**src/rtl/fc_sched_pkg.sv**
```systemverilog
// Shared types and helpers for the free-choice transition scheduler.
package fc_sched_pkg;

    localparam int unsigned STATE_W = 2;

    typedef enum logic [STATE_W-1:0] {
        ST_IDLE   = 2'd0,
        ST_FIRE   = 2'd1,
        ST_SETTLE = 2'd2
    } state_t;

    // Bit offset of transition t's preset mask inside the packed PRESET vector.
    function automatic int unsigned preset_base(input int unsigned t, input int unsigned num_places);
        return t * num_places;
    endfunction

endpackage

```
**src/rtl/fc_rr_arbiter.sv**
```systemverilog
// Combinational round-robin arbiter: first candidate searching upward from ptr+1, wrapping.
module fc_rr_arbiter #(
    parameter int unsigned N = 8,
    localparam int unsigned IDX_W = (N > 1) ? $clog2(N) : 1
) (
    input  logic [N-1:0]     cand,
    input  logic [IDX_W-1:0] ptr,
    output logic [N-1:0]     grant,
    output logic [IDX_W-1:0] grant_idx
);

    logic              found;
    logic [IDX_W-1:0]  pos;
    int unsigned       sum;

    always_comb begin
        grant     = '0;
        grant_idx = '0;
        found     = 1'b0;
        pos       = '0;
        sum       = 0;
        for (int unsigned k = 1; k <= N; k++) begin
            sum = 32'(ptr) + k;
            if (sum >= N) begin
                sum = sum - N;
            end
            pos = IDX_W'(sum);
            if (!found && cand[pos]) begin
                found      = 1'b1;
                grant[pos] = 1'b1;
                grant_idx  = pos;
            end
        end
    end

endmodule

```
**src/rtl/fc_transition_scheduler.sv**
```systemverilog
// Firing controller for decomposed free-choice FSMs: grants one enabled, requested
// transition at a time, waits for the marking to settle, and flags deadlock.
module fc_transition_scheduler
    import fc_sched_pkg::*;
#(
    parameter int unsigned                       NUM_PLACES      = 10,
    parameter int unsigned                       NUM_TRANS       = 8,
    parameter logic [NUM_TRANS*NUM_PLACES-1:0]   PRESET          = '0,
    parameter int unsigned                       SETTLE          = 1,
    parameter int unsigned                       DEADLOCK_CYCLES = 16
) (
    input  logic                  clk,
    input  logic                  reset,
    input  logic [NUM_PLACES-1:0] places,
    input  logic [NUM_TRANS-1:0]  req,
    output logic [NUM_TRANS-1:0]  fire,
    output logic [NUM_TRANS-1:0]  ack,
    output logic                  busy,
    output logic                  deadlock
);

    localparam int unsigned IDX_W = (NUM_TRANS > 1) ? $clog2(NUM_TRANS) : 1;
    localparam int unsigned DL_W  = $clog2(DEADLOCK_CYCLES + 1);
    localparam int unsigned SET_W = 4;

    logic [NUM_TRANS-1:0] enabled;
    logic [NUM_TRANS-1:0] cand;
    logic [NUM_TRANS-1:0] grant;
    logic [IDX_W-1:0]     grant_idx;
    logic [IDX_W-1:0]     rr_ptr;
    state_t               state;
    logic [SET_W-1:0]     settle_cnt;
    logic [DL_W-1:0]      dl_cnt;

    // Empty presets never enable a transition.
    for (genvar t = 0; t < NUM_TRANS; t++) begin : g_enable
        localparam int unsigned            BASE = preset_base(t, NUM_PLACES);
        localparam logic [NUM_PLACES-1:0]  PRE  = PRESET[BASE +: NUM_PLACES];
        assign enabled[t] = ((places & PRE) == PRE) && (PRE != '0);
    end

    assign cand = req & enabled;

    fc_rr_arbiter #(.N(NUM_TRANS)) u_arb (
        .cand      (cand),
        .ptr       (rr_ptr),
        .grant     (grant),
        .grant_idx (grant_idx)
    );

    assign ack = fire;

    always_ff @(posedge clk or posedge reset) begin
        if (reset) begin
            state      <= ST_IDLE;
            rr_ptr     <= IDX_W'(NUM_TRANS - 1);
            fire       <= '0;
            busy       <= 1'b0;
            deadlock   <= 1'b0;
            settle_cnt <= '0;
            dl_cnt     <= '0;
        end else begin
            case (state)
                ST_IDLE: begin
                    // Deadlock watch looks at marking only, not at requests.
                    if (enabled == '0) begin
                        if (dl_cnt != DL_W'(DEADLOCK_CYCLES)) begin
                            dl_cnt <= dl_cnt + DL_W'(1);
                        end
                        if (dl_cnt == DL_W'(DEADLOCK_CYCLES - 1)) begin
                            deadlock <= 1'b1;
                        end
                    end else begin
                        dl_cnt <= '0;
                    end
                    if (cand != '0) begin
                        fire   <= grant;
                        rr_ptr <= grant_idx;
                        busy   <= 1'b1;
                        state  <= ST_FIRE;
                    end
                end
                ST_FIRE: begin
                    fire       <= '0;
                    settle_cnt <= SET_W'(SETTLE);
                    state      <= ST_SETTLE;
                end
                ST_SETTLE: begin
                    if (settle_cnt <= SET_W'(1)) begin
                        busy  <= 1'b0;
                        state <= ST_IDLE;
                    end else begin
                        settle_cnt <= settle_cnt - SET_W'(1);
                    end
                end
                default: begin
                    fire  <= '0;
                    busy  <= 1'b0;
                    state <= ST_IDLE;
                end
            endcase
        end
    end

endmodule

```
**config.mk**
```make
export PLATFORM = sky130hd
export DESIGN_NAME = fc_transition_scheduler
export DESIGN_NICKNAME = d
export VERILOG_FILES = /design/src/rtl/fc_sched_pkg.sv /design/src/rtl/fc_rr_arbiter.sv /design/src/rtl/fc_transition_scheduler.sv
export SDC_FILE = /design/constraint.sdc
export NUM_CORES = 1
export LEC_CHECK = 0
export ABC_AREA = 1
export CORE_MARGIN = 1
export CORE_UTILIZATION = 25
export CTS_CLUSTER_DIAMETER = 120
export CTS_CLUSTER_SIZE = 14
export DETAILED_ROUTE_END_ITERATION = 12
export DONT_BUFFER_PORTS = 1
export PLACE_DENSITY = 0.45
export SETUP_SLACK_MARGIN = 0.4
export SLEW_MARGIN = 20
export SYNTH_ARGS = -nofsm -noshare
export SYNTH_HDL_FRONTEND = slang
export SYNTH_HIERARCHICAL = 1
export SYNTH_SLANG_ARGS = --single-unit
```
**constraint.sdc**
```tcl
create_clock -name clk -period 4.25 [get_ports clk]
set_clock_uncertainty 0.1 [all_clocks]
set_input_delay 0.425 -clock clk [delete_from_list [all_inputs] [get_ports clk]]
set_output_delay 0.425 -clock clk [all_outputs]
set_load 0.05 [all_outputs]
```
==> results of run 1 <==
-- cells by family (layout without fill, tap and decap cells) --
logic type | count (synthesis) | count (layout) | synth area share (%)
other | 1 | 17 | 0.849
adders and majority gates | 3 | 3 | 8.50
DFF | 6 | 6 | 34.0
buffers and inverters | 26 | 13 | 36.5
and+or+nand+nor | 20 | 20 | 20.1
-- final timing paths --
path	start	slack, ns	endpoint	cells after the start
setup / recovery	dl_cnt[0]	2.83	deadlock	5
hold / removal	dl_cnt[3]	0.44	dl_cnt[3]	2
setup reg to reg	dl_cnt[0]	2.83	deadlock	5
hold reg to reg	dl_cnt[3]	0.44	dl_cnt[3]	2
max in group asynchronous	reset	3.41	dl_cnt[2]	2
min in group asynchronous	reset	0.45	dl_cnt[4]	2
-- area by class of cell --
| class | instances | area, um^2 | share of cell area [%] |
|---|---|---|---|
| Clock buffer | 3 | 22.5 | 5.28 |
| Inverter | 9 | 33.8 | 7.92 |
| Multi-Input combinational cell | 40 | 190 | 44.6 |
| Sequential cell | 6 | 150 | 35.2 |
| Tap cell | 16 | 20.0 | 4.69 |
| Timing Repair Buffer | 1 | 10.0 | 2.35 |
-- synthesized netlist by cell type, drive strengths merged --
master and instances:
ha 3, nand3 3, conb 1, inv 9
nor2 3, or2 1, dfrtp 6, nand2 12
nand4 1, buf 17
-- state kept, by name (all words and copies together) (netlist names) --
signal and flops:
dl_cnt 5, deadlock 1
-- metrics by stage --
stage	hold slack, ns	total power (W)	std cells	setup slack, ns	util (%)
3_5_place_dp	0.150	0.0000918	71	2.82	25.0
4_1_cts	0.438	0.000146	75	2.82	27.1
5_1_grt	0.459	0.000150	75	2.74	27.1
2_1_floorplan	0.116	0.000104	72	2.90	-
6_report	0.438	0.000143	75	2.83	27.1
3_3_place_gp	0.146	0.0000918	71	2.83	25.0
-- power breakdown --
part	switching [W]	internal, W	leakage (nW)	total (W)
logic	0.0000339	0.000000678	0.158	0.0000346
registers	0	0.0000573	0.0734	0.0000573
clock network	0.0000193	0.0000319	0.0138	0.0000512
total	0.0000532	0.0000899	0.245	0.000143
-- critical path, delay by kind of cell (launching register included) --
kind / cells / cell delay, ns
adder cells (fa/ha/maj): 2 / 0.38
AND/OR/NAND/NOR: 3 / 0.40
flip-flops: 1 / 0.42
-- metal layers --
layer  track usage (%)  up-vias  routed length, um
li1                  -      138                  -
met5                 0        -                  0
met1              8.06      118                278
met2              9.71       14                226
met3              6.12        0                 50
met4                 0        0                  0
-- timing repair --
| action | 4_1_cts | 5_1_grt |
|---|---|---|
| setup buffers | 0 | 0 |
| hold buffers | 1 | 0 |
| endpoints found under the setup margin | 0 | 0 |
| endpoints found under the hold margin | 6 | 0 |
==> qor.yml, run 1 <==
status: "finished, violations left"
violations: "DRC"
cp_cell_sequence: "ha_1, nand2_1, nor2_1, ha_1, or2_2"
critPathCaptureType: "flip-flop"
grt-ovfl-total: 0
netlist_area_um2: 442
syn_inst: 56
clk_pin_slew_ns: 0.04
yosysTopAreaCellShare_pct: 34.0
clk_latency_ns: 0.24
ys_types: 12
first_pass_iters: 8
max-clock-path-buffers: 2
fill_cells: 180
dpl_cell_area_um2: 394
fin_nets: 84
min_period_ns: 1.42
vias: 270
antenna_found_initial: 0
finalWirelength_um: 555
cpMaxStageDelayCell: "dfrtp_1"
syn_area_per_cell_um2: 7.89
grt_pass1_vias: 236
die_area_um2: 1940
ir_drop_mv: 0.159
hold_path_class: "flip-flop to flip-flop"
cp_data_arrival_time_ns: 1.44
drive_gt1_share_pct: 10.2
netlist_top_cells_area: "dfrtp_1 34%, buf_4 29%, nand2_1 9.3%"
boundaryPins: 38
path_common_cell: "ha_1"
yosys.area.top_type: "dfrtp_1"
leakage_nw: 0.245
cts.repair.resized: 0
fp-row-count: 14
root_buffer: "clkbuf_4"
max_cap_viol_count: 0
grt_usage_pct: 6.77
numCtsBuffers: 3
final_cell_mix: "17 x conb_1, 11 x nand2_1, 9 x inv_1"
timing.final.crit_share_pct: 33.4
hpwl_um: 471
h-tree-depth: 1
die_w_um: 44.0
routedWlPerCell_um: 7.40
gp_congestion: 0.695
layout_commonest_cell: "conb_1"
setup_tns_ns: 0
die_h_um: 44.0
fmax_mhz: 704
worstPathMaxFanout: 5
max_stage_delay_ns: 0.42
cp.required_ns: 4.27
io_buffers: 0
grt_max_degree: 7
rsz0062_at_grt: "false"
ant_nets: 0
critPathLaunchType: "flip-flop"
ys_ff_latch: 6
num_antenna_cells: 0
vias_per_cell: 3.60
power.density_nw_per_um2: 335
ys_warn_count: 6
finish.instance_area_um2: 427
hold_viol: 0
initial_utilization_pct: 28.0
syn_to_final_growth_pct: -3.40
drv_slew: 0
core_um2: 1580
drc: 1
finalSetupViolCount: 0
initialDrtViolationCount: 5
ys_seq_area_share_pct: 34.0
crit_type: "flip-flop to flip-flop"
grt_pass1_wl_um: 917
cts_tree: "done"
cts.sinks: 6
(Power assumes the default switching activity.)
==> run 2, diff against run 1 <==
==> constraint.sdc (replaced) <==
create_clock -name clk -period 1.4 [get_ports clk]
set_clock_uncertainty 0.1 [all_clocks]
set_input_delay 0.14 -clock clk [delete_from_list [all_inputs] [get_ports clk]]
set_output_delay 0.14 -clock clk [all_outputs]
set_load 0.05 [all_outputs]
==> run 2 against run 1 <==
Largest power group unchanged. First-iteration DRC count is 40% lower. Final area increased by 14%. Clock power rose to 3.1 times the previous value. Sequential cell count unchanged. Via count is 7.8% higher. Utilization up 3.9 points. Power rose to 3.1 times the previous value. Combinational power rose to 3.0 times the previous value. Worst setup slack got worse by 2.7 ns. The run still ends with DRC left.
==> qor.yml, run 2 (synthesis gave the netlist of run 1 again) <==
root_buffer: "clkbuf_4"
final_cell_mix: "17 x conb_1, 10 x nand2_1, 6 x inv_1, 6 x dfrtp_1"
timing.final.crit_share_pct: 90.2  # +57 points
numCtsBuffers: 3  # unchanged
power.density_nw_per_um2: 900  # +170%
layout_commonest_cell: "conb_1"
drv_slew: 0  # unchanged
die_h_um: 44.0  # unchanged
vias_per_cell: 3.68  # +2.3%
h-tree-depth: 1  # unchanged
cpMaxStageDelayCell: "dfrtp_1"
min_period_ns: 1.26  # -0.157 ns
max-clock-path-buffers: 2  # unchanged
finalSetupViolCount: 0  # unchanged
grt-ovfl-total: 0  # unchanged
fin_cells: 79  # +5.3%
ant_nets: 0  # unchanged
fp-row-count: 14  # unchanged
finalWirelength_um: 640  # +15%
regMostFlops: "dl_cnt"
clk_latency_ns: 0.24  # about the same
max_cap_viol_count: 0  # unchanged
drive_gt1_share_pct: 27.0  # +17 points
grt_usage_pct: 7.78  # +1.0 points
cp_data_arrival_time_ns: 1.29  # -0.15 ns
max_stage_delay_ns: 0.38  # -0.04 ns
cts_tree: "done"
status: "finished, violations left"
placed_cells: 74  # +4.2%
initial_utilization_pct: 28.0  # unchanged
fmax_mhz: 792  # +12%
worstRegToRegCells: 5  # unchanged
drc: 1  # unchanged
cp_cell_sequence: "ha_2, nand2_2, nor2_2, ha_4, or2_4"
top_regs: "dl_cnt x5, deadlock x1"
boundaryPins: 38  # unchanged
hpwl_um: 459  # -2.5%
clk_pin_slew_ns: 0.05  # about the same
core_um2: 1580  # unchanged
cts.sinks: 6  # unchanged
critPathCaptureType: "flip-flop"
leakage_nw: 0.264  # +7.8%
antenna_found_initial: 0  # unchanged
hold_path_class: "input port to async pin"
routedWlPerCell_um: 8.10  # +9.5%
io_buffers: 0  # unchanged
gp_congestion: 0.721  # +3.7%
grt_max_degree: 7  # unchanged
cp.required_ns: 1.43  # -2.84 ns
grt_pass1_vias: 267  # +13%
largest_register_ffs: 5  # unchanged
die_w_um: 44.0  # unchanged
initialDrtViolationCount: 3  # -2
worstPathMaxFanout: 2  # -3
ir_drop_mv: 0.286  # +79%
crit_type: "flip-flop to flip-flop"
violations: "DRC"
fin_nets: 88  # +4.8%
syn_to_final_growth_pct: 10.5
fill_cells: 175  # -2.8%
critPathLaunchType: "flip-flop"
num_antenna_cells: 0  # unchanged
first_pass_iters: 10  # +2
hold_viol: 0  # unchanged
die_area_um2: 1940  # unchanged
rsz0062_at_grt: "true"
vias: 291  # +7.8%
grt_pass1_wl_um: 1030  # +12%
setup_tns_ns: 0  # unchanged
## run 2: area by class of cell
type	count	area [um^2]	share of cell area [%]
multi-input combinational	40	218	44.6
sequential	6	150	30.8
timing repair buffer	5	43.8	8.97
inverter	9	33.8	6.92
clock buffer	3	22.5	4.62
tap	16	20.0	4.10
## run 2: final timing paths
path,from,endpoint,slack [ns]
worst min-delay path,reset,dl_cnt[0],0.16
worst max register to register,dl_cnt[1],deadlock,0.14
max in group asynchronous,reset,dl_cnt[2],0.84
worst max-delay path,dl_cnt[1],deadlock,0.14
worst min register to register,dl_cnt[3],dl_cnt[3],0.44
min in group clk,dl_cnt[3],dl_cnt[3],0.44
## run 2: what timing repair did
action / in CTS / in global routing
hold buffers: 1 / 0
resized for setup: 6 / 1
buffers inserted: 1 / 0
pin swaps: 2 / 0
setup endpoints to repair: 6 / 6
endpoints found under the hold margin: 6 / 0
## run 2: where the power goes
group / switching, W / total (W) / internal, W
Clock: 0.0000631 / 0.000160 / 0.0000970
Sequential: 0 / 0.000174 / 0.000174
Combinational: 0.000103 / 0.000105 / 0.00000206
Total: 0.000166 / 0.000439 / 0.000273
## run 2: layer usage
metal  vias up  track usage (%)  share of wire (%)
met4         0             3.64                  0
met1       130             6.78                 41
met3         0             4.90                5.5
li1        147                -                  -
met2        14             13.8                 53
met5         -                0                  0
## run 2: critical path, delay by kind of cell, from the launching register on
kind | cells | cell delay, ns
flip-flops | 1 | 0.38
adder cells (fa/ha/maj) | 2 | 0.32
AND/OR/NAND/NOR | 3 | 0.34
## run 2: per-stage QoR
stage          total power, W  instance area [um^2]  hold slack, ns  setup slack (ns)  util, %
2_1_floorplan        0.000315                   509          -0.169             0.119        -
3_3_place_gp         0.000279                   424          -0.137             0.107     26.9
3_5_place_dp         0.000279                   424          -0.136            0.0997     26.9
4_1_cts              0.000445                   488           0.155             0.126     31.0
5_1_grt              0.000461                   488           0.177            0.0817     31.0
6_report             0.000439                   488           0.163             0.137     31.0
==> run 3, diff against run 2 <==
--- a/config.mk
+++ b/config.mk
@@ -14,7 +14,6 @@
 export DONT_BUFFER_PORTS = 1
 export PLACE_DENSITY = 0.45
 export SETUP_SLACK_MARGIN = 0.4
-export SLEW_MARGIN = 20
 export SYNTH_ARGS = -nofsm -noshare
 export SYNTH_HDL_FRONTEND = slang
 export SYNTH_HIERARCHICAL = 1
==> results of run 3 <==
The final DEF is identical to that of run 2; final timing and power are the same.
